## src/rtl/matrix_pkg.sv

```systemverilog
// Shared constants, state type and pixel bit-index helper for the 8x8 bicolour matrix.
`default_nettype none

package matrix_pkg;

  localparam int MATRIX_ROWS = 8;
  localparam int MATRIX_COLS = 8;
  localparam int FRAME_W     = 128;

  localparam logic [1:0] OFF    = 2'b00;
  localparam logic [1:0] RED    = 2'b01;
  localparam logic [1:0] GREEN  = 2'b10;
  localparam logic [1:0] YELLOW = 2'b11;

  typedef enum logic {
    IDLE  = 1'b0,
    CLEAR = 1'b1
  } fb_state_t;

  // (7-r)*16 + 2c folds to {~r, c, 0} for 3-bit row/col.
  function automatic logic [6:0] pix_idx(input logic [2:0] row, input logic [2:0] col);
    return {~row, col, 1'b0};
  endfunction

  function automatic logic [6:0] row_base(input logic [2:0] row);
    return {~row, 4'b0000};
  endfunction

endpackage

`default_nettype wire

```

## src/rtl/matrix_frame_buffer.sv

```systemverilog
// 8x8 {G,R} frame buffer with row-by-row clear; MATRIX_FB_DOUBLE_BUF_EN adds a back buffer published by commit.
`default_nettype none

module matrix_frame_buffer
  import matrix_pkg::*;
#(
  parameter logic [1:0] CLEAR_COLOR = 2'b00
) (
  input  logic               clk,
  input  logic               rst,
  input  logic               wr_valid,
  output logic               wr_ready,
  input  logic [2:0]         wr_row,
  input  logic [2:0]         wr_col,
  input  logic [1:0]         wr_color,
  input  logic               clr_req,
  input  logic               commit,
  output logic               busy,
  output logic               commit_done,
  output logic [FRAME_W-1:0] frame
);

  fb_state_t          state;
  logic [2:0]         clr_row;
  logic [FRAME_W-1:0] buf_wr;

`ifdef MATRIX_FB_DOUBLE_BUF_EN
  logic [FRAME_W-1:0] back;
`endif

  assign wr_ready = (state == IDLE);
  assign busy     = (state == CLEAR);

  // Working buffer with this cycle's write merged in, so commit sees it too.
  always_comb begin
`ifdef MATRIX_FB_DOUBLE_BUF_EN
    buf_wr = back;
`else
    buf_wr = frame;
`endif
    if (wr_valid && (state == IDLE))
      buf_wr[pix_idx(wr_row, wr_col) +: 2] = wr_color;
  end

  always_ff @(posedge clk or posedge rst) begin
    if (rst) begin
      state       <= IDLE;
      clr_row     <= 3'd0;
      commit_done <= 1'b0;
      frame       <= '0;
`ifdef MATRIX_FB_DOUBLE_BUF_EN
      back        <= '0;
`endif
    end else begin
      commit_done <= 1'b0;
      case (state)
        IDLE: begin
`ifdef MATRIX_FB_DOUBLE_BUF_EN
          back <= buf_wr;
          if (commit)
            frame <= buf_wr;
`else
          frame <= buf_wr;
`endif
          if (commit)
            commit_done <= 1'b1;
          if (clr_req) begin
            state   <= CLEAR;
            clr_row <= 3'd0;
          end
        end
        CLEAR: begin
`ifdef MATRIX_FB_DOUBLE_BUF_EN
          back[row_base(clr_row) +: 16] <= {8{CLEAR_COLOR}};
`else
          frame[row_base(clr_row) +: 16] <= {8{CLEAR_COLOR}};
`endif
          clr_row <= clr_row + 3'd1;
          if (clr_row == 3'd7)
            state <= IDLE;
        end
        default: state <= IDLE;
      endcase
    end
  end

endmodule

`default_nettype wire

```

## config.mk

```make
export PLATFORM = sky130hd
export DESIGN_NAME = matrix_frame_buffer
export DESIGN_NICKNAME = d
export VERILOG_FILES = /design/src/rtl/matrix_pkg.sv /design/src/rtl/matrix_frame_buffer.sv
export SDC_FILE = /design/constraint.sdc
export NUM_CORES = 1
export LEC_CHECK = 0
export ABC_AREA = 1
export CAP_MARGIN = 20
export CORE_ASPECT_RATIO = 1.25
export CORE_MARGIN = 5
export CORE_UTILIZATION = 64
export DETAILED_ROUTE_END_ITERATION = 16
export DONT_BUFFER_PORTS = 1
export PLACE_DENSITY = 0.79
export RECOVER_POWER = 25
export SLEW_MARGIN = 20
export SYNTH_ARGS = -nofsm -noshare
export SYNTH_HDL_FRONTEND = slang
export SYNTH_SLANG_ARGS = --single-unit
export TNS_END_PERCENT = 50
```

## constraint.sdc

```tcl
create_clock -name clk -period 7.5 [get_ports clk]
set_input_delay 1.5 -clock clk [delete_from_list [all_inputs] [get_ports clk]]
set_output_delay 1.5 -clock clk [all_outputs]
set_load 0.01 [all_outputs]
```

* Yosys cells after proc, flatten, opt, wreduce, memory -nomap -nowiden
Cells that the tools add are included.
** Storage, ports and cells
- Register bits after elaboration :: 133
- Input bits :: 13
- Output and inout bits :: 131
- Word-level logic and storage cells :: 29
** Operators by class
- Add/sub/neg operators :: 3
- Eq/ne operators :: 3
- Shifts and indexed selects :: 4
- Multiplexer cells :: 11
- Bitwise gates (word level) :: 3
- Reduce and logical (&&, ||, !) cells :: 1
** Operators by type and width (count)
- $bwmux W128 :: 2
- $pmux W128 S2 :: 1
- $mux W128 :: 1
- $shift A16 B9 Y128 const A :: 1
- $shift A2 B9 Y128 const A :: 1
- $shiftx A16 B9 Y128 const A :: 1
- $shiftx A2 B9 Y128 :: 1
- $neg A7 Y9 :: 2
- $not A3 Y3 :: 2
- $pmux W3 S2 :: 1
- $mux W1 :: 4
- $ne A2 B1 Y1 const B :: 2
- $add A3 B1 Y3 const B :: 1
- $eq A3 B3 Y1 const B :: 1
- $mux W3 :: 1
- $pmux W1 S2 :: 1
- $logic_and A1 B1 Y1 :: 1
- $not A1 Y1 :: 1

* Depth between registers and ports, before layout
Gate-level depths: netlist (run 1).
- Depth after elaboration :: 6
- Depth in mapped cells :: 14
- Depth with buffers taken out :: 14

* Least setup slack after synthesis (run 1)
No wires, ideal clock.
- Path type :: input to register
- From :: input port wr_col[0]
- To :: register frame[104]
- Library setup time :: 117 ps
- Arrival :: 2789 ps
- Data required time :: 7383 ps
- Slack :: 4594 ps
- Stages :: 14
- Path buffers :: 1
- Cell sequence :: inv_2 -> ha_1 -> inv_1 -> nand2_1 -> nand2_2 -> buf_4 -> nor2_2 -> nand2_1 -> nor2_1 -> nand2_1 -> nand2_1 -> nand2_1 -> nand2_1 -> nand2_1
** Between the ends
- Word-level cells in the longest chain between the ends :: 5
- Elaborated cells on any way between the ends :: 6
- Those cells by class :: add/sub (1); shift (2); mux (3)
** Ends and longest elaborated chain
- from (decl) :: line matrix_frame_buffer.sv:14 : input logic [2:0] wr_col,
- $neg A7 Y9 (*) :: line matrix_frame_buffer.sv:42 : buf_wr[pix_idx(wr_row, wr_col) +: 2] = wr_color;
- $shiftx A2 B9 Y128 / $shift A2 B9 Y128 (equally long branches) :: line matrix_frame_buffer.sv:42
- $bwmux W128 (*) :: line matrix_frame_buffer.sv:42
- $mux W128 (*) :: line matrix_frame_buffer.sv:41 : if (wr_valid && (state == IDLE))
- $pmux W128 S2 (*) :: line matrix_frame_buffer.sv:56 : case (state)
- to (signal assigned) :: line matrix_frame_buffer.sv:63 : frame <= buf_wr;
- to (signal, indexed assignment) :: line matrix_frame_buffer.sv:76 : frame[row_base(clr_row) +: 16] <= {8{CLEAR_COLOR}};
- to (decl) :: line matrix_frame_buffer.sv:20 : output logic [FRAME_W-1:0] frame
Mark *: on every way between the ends. The rest lies on a longest branch, timed or not. The select of a mux whose other input is x is not followed.
A chain may end at the register's enable or synchronous reset.

* Worst setup path after layout (run 1)
- From :: register state (netlist: busy)
- To :: output port wr_ready
** Between the ends
- Word-level cells in the longest chain between the ends :: 1
** Ends and longest elaborated chain
- from (decl) :: line matrix_frame_buffer.sv:23 : fb_state_t state;
- from (signal assigned) :: line matrix_frame_buffer.sv:47 : state <= IDLE;
- from (signal assigned) :: line matrix_frame_buffer.sv:68 : state <= CLEAR;
- from (signal assigned) :: line matrix_frame_buffer.sv:80 : state <= IDLE;
- $not A1 Y1
- to (decl) :: line matrix_frame_buffer.sv:12 : output logic wr_ready,
Every way passes these cells.

==> run metrics, run 1 <==
cell area after synthesis 6820 sq um; Worst Setup Start Kind flop; dpl hpwl 15100 microns; Hold Path End clr_row[2]; via count 6436; drt pass-1 iters 7; kind of cell adding the most delay to the critical path buffers and inverters; DR iter-0 viols 467; Syn Nets 949; sw power 927 uW; clk_skew 0.0120 ns; Core Footprint 10500 sq um; Synth Register Bits 133; CTS buffer count 17; outcome finished with violations; area delta synth->final 10.6%; WHS 0.533 ns; Worst Tran Pin Value 2.83 ns; Critical Path RT 6.00 ns; vias per cell 6.01; GRT overflow 0; # port buffers 0; CP Cell Sequence inv_1; DRT Wirelength 21200 microns; share of cells above drive strength 1 0.0799; Crit Path Category flop to output pin; FMAX 248 MHz; fin crit period 4.03 ns; Synthesis Warnings 0; reg2reg end frame[43]; total power 2.42 mW; Max-Cap Viols 2; Comb pwr share 0.293; worst rel slew slack -0.899; Critical-path top delay cell inv_1; element type at the critical path end output pin; min-delay src clr_row[2]; Post-CTS Resized 0; Clock Latency Late Sink 0.42 ns; failing checks max-capacitance violations, max-slew violations; Syn Inst Count 928; Die H 125 microns; GPL Wtd Cong 1.05; IO Pins 144; Worst R2R Path Depth 5; nets 947; Residual DRC 0; post-CTS setup buffers 0; leakage 4.14 nW; Avg Cell Area, Syn 7.35 sq um; Reg2Reg Setup Slack 3.51 ns; Die X 102 microns; CTS Buffer Depth 2; Post-DRT Antenna Nets 0; Hold Vio Cnt, Final 0; maximum VDD drop 0.163 mV; commonest non-fill, non-tap cell in the layout nand2_1; Die ar. 12800 sq um; initial antenna violation count 0; Tot GR Track Use 0.340; Hold Path Stages 2; H-tree depth 4; Int Pwr 1.50 mW; RR Startpoint busy; most frequent cells in the layout nand2_1, dfrtp_1, nand3_1; Root Driver clkbuf_16; clock network power share 0.384; Sw Ratio 0.382; CP Data Arrival Time 2.53 ns; Slew Viols, Final 117; # diodes 0; CTS tree yes; final worst-path cycle share 0.537; clock-pin slew on the worst setup and hold paths 0.06 ns; global-route wire length before repair 34000 microns; largest net degree at the start of global routing 69; Sink Count 133; hold crit path type flop to flop; vias in the first global route 6681; PwrDens 321 nW/um^2; CP Max Fanout 50; unrepaired setup endpoints after global routing false; mean routed wirelength per cell 19.8 microns; FP Rows 42; Starting Density 0.649; CP peak stage delay 1.45 ns; # hold bufs at CTS 0; WP buf/inv 1; setup violators final 0; post-synthesis sequential area ratio 0.488; setup tns final 0 ns; Flop pwr share 0.323; Distinct cells, synth 32
## power groups by stage
stage / clock [mW] / combinational [mW] / sequential (mW)
final: 0.930 / 0.711 / 0.783
after global routing: 0.963 / 0.780 / 0.786
after CTS: 0.927 / 0.686 / 0.782
after detailed placement: 0 / 0.679 / 0.795
after global placement: 0 / 0.649 / 0.794
after floorplan: 0 / 0.508 / 0.778
## cells in the mapped netlist
master	number	area share
nor2_2	10	0.0092
o21ai_0	17	0.012
nand3_1	101	0.074
a22o_1	1	0.0013
nand2_2	5	0.0046
xnor2_1	1	0.0013
dfrtp_1	133	0.49
buf_2	8	0.0059
nand4_1	18	0.017
nand4_2	1	0.0018
buf_6	2	0.0033
o21bai_1	1	0.0011
xor2_2	1	0.0024
a21oi_1	2	0.0015
nor2_4	4	0.0066
buf_1	3	0.0017
nor3_2	4	0.0059
ha_1	8	0.015
nand2_4	1	0.0017
buf_4	4	0.0044
nor2_1	47	0.026
nor3_1	8	0.0059
nand3b_2	1	0.0017
a21oi_2	1	0.0013
inv_2	8	0.0044
clkinv_1	1	0.00055
inv_1	78	0.043
nand2_1	423	0.23
or2_0	1	0.00092
nand3_2	2	0.0029
clkbuf_1	9	0.0050
o21ai_1	24	0.018
## sequential cells by signal (all words and copies together) (netlist names)
name	cells
frame	128
clr_row	3
busy	1
commit_done	1
## area by class of cell
type                            count  area [sq um]
Clock buffer                       18           429
Sequential cell                   133          3330
Timing Repair Buffer                5          37.5
Tap cell                          132           165
Fill cell                         785          2970
Inverter                           87           328
Clock inverter                     14           225
Multi-Input combinational cell    682          3030
## metrics by stage
| step | setup WS (ns) | util | instance area, sq um | std cells |
|---|---|---|---|---|
| 2_1_floorplan | 2.45 | - | 6820 | 928 |
| 4_1_cts | 4.07 | 0.718 | 7550 | 1071 |
| 3_3_place_gp | 3.86 | 0.655 | 6890 | 1039 |
| 3_5_place_dp | 3.71 | 0.656 | 6890 | 1039 |
| 5_1_grt | 3.31 | 0.718 | 7540 | 1071 |
| 6_report | 3.47 | 0.718 | 7540 | 1071 |
## kinds of logic (layout without fill, tap and decap cells)
kind of cell | Yosys count | after routing | synth area share
adder cells (fa/ha/maj) | 8 | 8 | 0.0147
AND/OR/NAND/NOR | 626 | 626 | 0.390
XOR/XNOR | 2 | 2 | 0.00367
flip-flops | 133 | 133 | 0.488
buffers and inverters | 113 | 124 | 0.0681
AO/OA/AOI/OAI | 46 | 46 | 0.0352
## how the worst max path moves through the flow
stage              start          to  slack (ns)  cells past startpoint
6_report            busy    wr_ready        3.47                      1
3_5_place_dp   wr_col[0]  frame[122]        3.71                     10
5_1_grt             busy  frame[122]        3.31                      5
2_1_floorplan        rst        busy        2.45                      1
4_1_cts             busy    wr_ready        4.07                      1
3_3_place_gp   wr_col[0]  frame[123]        3.86                     10
## metal layers
metal / routed length (microns) / global-route usage / share of wire / vias to the layer above
met1: 7660 / 0.397 / 0.36 / 3028
met4: 848 / 0.178 / 0.040 / 0
li1: - / - / - / 2925
met5: 0 / 0 / 0 / -
met3: 2260 / 0.105 / 0.11 / 87
met2: 10500 / 0.556 / 0.49 / 396
(Power assumes the default switching activity.)
==> run 2, diff against run 1 <==
Settings changed: CORE_UTILIZATION 64 to 58, PLACE_DENSITY 0.79 to 0.75.
Clock period 7.5 ns to 3.6 ns, I/O delays scaled along.
==> run 2 against run 1 <==
Against the previous run:
- the run ends with max-capacitance violations left
- critical path depth increased by 9
- final cell count up 0.84%
- first-iteration DRC count grew 16%
- core utilization down 6.3 points
- combinational power up 100%
- worst hold slack got worse by 0.14 ns
- sequential power grew 110%
- sequential share of layout area fell by 0.17 points
- global-route usage fell by 6.2 points
- highest routed layer unchanged
==> run metrics, run 2 (synthesis results as in run 1) <==
element type at the critical path end flop; Worst Setup Start Kind flop; Hold Path Stages 2 (unchanged); Worst R2R Path Depth 10 (+5); H-tree depth 4 (unchanged); fin crit period 2.60 ns; setup tns final 0 ns (unchanged); Cells after DPL 1048 (+0.87%); clock network power share 0.388 (+0.004); Most flops, register frame; Critical Path RT 3.96 ns (-2.04 ns); mean routed wirelength per cell 17.7 microns (-11%); placed inst area 6930 sq um (+0.58%); vias per cell 5.63 (-6.3%); dpl hpwl 13800 microns (-8.5%); Reg2Reg Setup Slack 1.00 ns (-2.51 ns); Hold Vio Cnt, Final 0 (unchanged); post-CTS setup buffers 0 (unchanged); Crit Path Category flop to flop; Comb pwr share 0.286 (-0.007); worst setup margin 1.00 ns (-2.47 ns); Hold Path End commit_done; unrepaired setup endpoints after global routing false; reg2reg end frame[65]; Tot GR Track Use 0.279 (-0.0615); # diodes 0 (unchanged); largest net degree at the start of global routing 99 (+43%); Residual DRC 0 (unchanged); Post-Layout Cell Count 1080 (+0.84%); hold crit path type primary input to flop; GRT overflow 0 (unchanged); clk_skew 0.00507 ns (-0.00689 ns); Max-Cap Viols 1 (-1); final worst-path cycle share 0.722; CTS buffer count 17 (unchanged); Starting Density 0.590 (-0.0590); Die X 107 microns (+4.6%); CP Data Arrival Time 2.96 ns (+0.43 ns); share of cells above drive strength 1 0.0817 (+0.00187); Worst Tran Pin Value 1.48 ns (-1.36 ns); IO Pins 144 (unchanged); outcome finished with violations; worst rel slew slack 0.00985 (+0.909); FP Rows 44 (+4.8%); min-delay src commit; DR iter-0 viols 542 (+16%); Core Footprint 11600 sq um (+10%); Sink Count 133 (unchanged); clock-pin slew on the worst setup and hold paths 0.06 ns (about the same); Sw Ratio 0.368 (-0.0149); vias in the first global route 5853 (-12%); via count 6083 (-5.5%); PwrDens 657 nW/um^2 (+100%); most frequent cells in the layout nand2_1, dfrtp_1, nand3_1; commonest non-fill, non-tap cell in the layout nand2_1; global-route wire length before repair 30800 microns (-9.2%); Largest regs frame (128), clr_row (3); DRT Wirelength 19100 microns (-9.9%); CP Max Fanout 11 (-78%); Flop pwr share 0.327 (+0.004); Die H 131 microns (+4.6%); setup violators final 0 (unchanged); maximum VDD drop 0.394 mV (+140%); GPL Wtd Cong 0.996 (-5.4%); FMAX 385 MHz; RR Startpoint clr_row[0]; sw power 1.83 mW (+97%); leakage 4.15 nW (+0.24%); # port buffers 0 (unchanged); Root Driver clkbuf_16; max FFs per register 128 (unchanged); Int Pwr 3.15 mW (+110%); area delta synth->final 11.1%; # hold bufs at CTS 0 (unchanged); drt pass-1 iters 5 (-2); CTS Buffer Depth 2 (unchanged); failing checks max-capacitance violations; CTS tree yes; Die ar. 14000 sq um (+9.4%); fin area 7570 sq um (+0.40%); Slew Viols, Final 0 (-100%); nets 950 (+0.32%); Post-CTS Resized 0 (unchanged); Clock Latency Late Sink 0.42 ns (about the same); Post-DRT Antenna Nets 0 (unchanged); initial antenna violation count 0 (unchanged); DP Worst Slack 0.786 ns (-2.93 ns)
[run 2: cell types whose count changed in the layout (fill, tap and decap cells not counted), sizes merged]
cell / previous run / this run
buf: 5 / 7
clkbuf: 18 / 22
clkinv: 7 / 5
clkinvlp: 1 / 2
inv: 88 / 86
[run 2: how the worst max path moves through the flow]
stage | endpoint | from | slack [ns] | depth (start not counted)
6_report | frame[65] | clr_row[0] | 1.00 | 10
4_1_cts | frame[65] | clr_row[0] | 1.04 | 10
2_1_floorplan | busy | rst | 1.23 | 1
5_1_grt | frame[81] | rst | 0.53 | 2
3_5_place_dp | frame[122] | wr_col[0] | 0.79 | 10
3_3_place_gp | frame[123] | wr_col[0] | 0.89 | 10
[run 2: worst max-delay path: stages, from the launching register on]
cell,delay (ns)
dfrtp_1,0.43
ha_1,0.22
ha_1,0.34
nand2_2,0.10
inv_1,0.17
nand4_2,0.28
nand2_1,0.47
nand2_1,0.10
nor3_1,0.25
nand2_1,0.09
nand2_1,0.08
[run 2: layer usage]
metal / share of wire / track usage
met1: 0.41 / 0.359
met2: 0.48 / 0.445
met3: 0.099 / 0.0967
met4: 0.018 / 0.0860
met5: 0 / 0
[run 2: cell type report]
class	instances	area (sq um)
Inverter	87	328
Tap cell	138	173
Sequential cell	133	3330
Multi-Input combinational cell	682	3030
Clock buffer	21	460
Timing Repair Buffer	8	60.1
Fill cell	982	3990
Clock inverter	11	198
[run 2: stage by stage]
stage | utilization | power [mW] | hold slack [ns]
after CTS | 0.656 | 4.98 | 0.319
after detailed placement | 0.600 | 3.06 | 0.509
after global routing | 0.655 | 5.23 | 0.407
after floorplan | - | 2.68 | 0.471
final | 0.655 | 4.98 | 0.393
after global placement | 0.600 | 3.05 | 0.504
[run 2: power by group through the flow]
| stage | Clock, mW | Sequential, mW | Combinational [mW] |
|---|---|---|---|
| 6_report | 1.93 | 1.63 | 1.42 |
| 5_1_grt | 2.01 | 1.64 | 1.58 |
| 4_1_cts | 1.93 | 1.63 | 1.41 |
| 3_5_place_dp | 0 | 1.65 | 1.40 |
| 3_3_place_gp | 0 | 1.65 | 1.39 |
| 2_1_floorplan | 0 | 1.62 | 1.06 |
==> run 3, diff against run 2 <==
Settings changed: CORE_UTILIZATION 58 to 64, PLACE_DENSITY 0.75 to 0.79.
Clock period 3.6 ns to 2.6 ns, I/O delays scaled along.
==> run 3 against run 2 <==
Against the previous run:
- the run ends with max-capacitance violations, max-slew violations left
- fmax up 6.1%
- combinational power up 54%
- count of clock-buffer cells in the layout down 3
- critical endpoint is now frame[80]
- highest routed layer unchanged
==> run metrics, run 3 (synthesis results as in run 1) <==
most frequent cells in the layout nand2_1, dfrtp_1, nand3_1; H-tree depth 4 (unchanged); mean routed wirelength per cell 20.0 microns (+13%); Core Footprint 10500 sq um (-9.1%); unrepaired setup endpoints after global routing false; Worst Tran Pin Value 1.89 ns (+0.408 ns); global-route wire length before repair 34600 microns (+12%); dpl hpwl 15200 microns (+10%); DP Worst Slack 0.163 ns (-0.623 ns); Tot GR Track Use 0.350 (+0.0710); CP Cell Sequence ha_1 > ha_1 > nand2_2 > inv_1 > nor2_1 > nand2_1 > inv_1 > nand2_1 > nand3_1 > o21ai_0; vias per cell 6.03 (+7.1%); Die H 125 microns (-4.4%); DRT Wirelength 21700 microns (+13%); Sink Count 133 (unchanged); area delta synth->final 11.7%; Max-Cap Viols 1 (unchanged); hold crit path type primary input to flop; largest net degree at the start of global routing 78 (-21%); WP buf/inv 2 (+1); worst rel slew slack -0.257 (-0.267); share of cells above drive strength 1 0.0934 (+0.0116); failing checks max-capacitance violations, max-slew violations; clk_skew 0.00616 ns (+0.00108 ns); Post-CTS Resized 0 (unchanged); DR iter-0 viols 543 (+0.18%); leakage 4.18 nW (+0.76%); Starting Density 0.649 (+0.0590); final worst-path cycle share 0.942 (+0.220); Worst Setup Start Kind flop; setup tns final 0 ns (unchanged); initial antenna violation count 0 (unchanged); Die ar. 12800 sq um (-8.6%); CP peak stage delay 0.44 ns (-0.03 ns); Crit Path Category flop to flop; FP Rows 42 (-4.5%); worst setup margin 0.150 ns (-0.851 ns); post-CTS setup buffers 0 (unchanged); element type at the critical path end flop; clock-pin slew on the worst setup and hold paths 0.06 ns (about the same); Most flops, register frame; via count 6545 (+7.6%); PwrDens 921 nW/um^2 (+40%); maximum VDD drop 0.615 mV (+56%); outcome finished with violations; Root Driver clkbuf_16; Slew Viols, Final 78 (+78); CTS buffer count 17 (unchanged); # hold bufs at CTS 0 (unchanged); Post-DRT Antenna Nets 0 (unchanged); vias in the first global route 6549 (+12%); nets 961 (+1.2%); FMAX 408 MHz (+6.1%); CTS Buffer Depth 2 (unchanged); Residual DRC 0 (unchanged); Hold Vio Cnt, Final 0 (unchanged); CP Max Fanout 12 (+1); Clock Latency Late Sink 0.43 ns (about the same); setup violators final 0 (unchanged); # diodes 0 (unchanged); drt pass-1 iters 6 (+1); GPL Wtd Cong 1.03 (+3.0%); kind of cell adding the most delay to the critical path simple AND/OR/NAND/NOR gates; Critical-path top delay cell dfrtp_1; commonest non-fill, non-tap cell in the layout nand2_1; Critical Path RT 2.90 ns (-1.06 ns); IO Pins 144 (unchanged); CP Data Arrival Time 2.75 ns (-0.21 ns); CTS tree yes; Die X 102 microns (-4.4%); GRT overflow 0 (unchanged); # port buffers 0 (unchanged); max FFs per register 128 (unchanged); fin crit period 2.45 ns (-0.149 ns); Largest regs frame (128), clr_row (3)
run 3: area by class of cell:
| class | count | area [sq um] |
|---|---|---|
| Sequential cell | 133 | 3330 |
| Multi-Input combinational cell | 682 | 3030 |
| Fill cell | 824 | 2890 |
| Clock buffer | 18 | 429 |
| Inverter | 87 | 328 |
| Clock inverter | 14 | 200 |
| Tap cell | 132 | 165 |
| Timing Repair Buffer | 19 | 138 |
run 3: per-layer routing:
metal,vias to the layer above,track usage,wire (microns)
met3,81,0.106,2330
met1,3121,0.427,7780
li1,2952,-,-
met4,0,0.153,804
met2,391,0.568,10800
met5,-,0,0
run 3: power by group:
group	internal [mW]	switching, mW	total [mW]
clock	1.62	0.969	2.58
sequential	2.14	0.105	2.24
combinational	0.533	1.65	2.18
run 3: metrics by stage:
step / instance area (sq um) / std cells / utilization / hold slack (ns) / total power [mW]
global route: 7620 / 1085 / 0.725 / 0.198 / 7.32
detailed placement: 7020 / 1053 / 0.668 / 0.503 / 4.37
global placement: 7020 / 1053 / 0.668 / 0.500 / 4.30
CTS: 7650 / 1085 / 0.728 / 0.0915 / 6.95
finish: 7620 / 1085 / 0.725 / 0.192 / 7.01
floorplan: 6820 / 928 / - / 0.471 / 3.71
run 3: final timing paths:
path / start / to / slack, ns / depth (start not counted)
hold reg to reg: clr_row[2] / clr_row[2] / 0.51 / 2
hold / removal: commit / commit_done / 0.19 / 2
setup / recovery: clr_row[0] / frame[80] / 0.15 / 10
min in group asynchronous: rst / frame[42] / 0.48 / 2
setup reg to reg: clr_row[0] / frame[80] / 0.15 / 10
max in group asynchronous: rst / frame[49] / 0.78 / 2
run 3: worst register-to-register path: cells and delay by family, from the launching register on:
family	cells	cell delay, ns
simple gates	5	0.95
compound gates	1	0.11
flops	1	0.44
fa+ha+maj	2	0.56
buf+inv	2	0.26
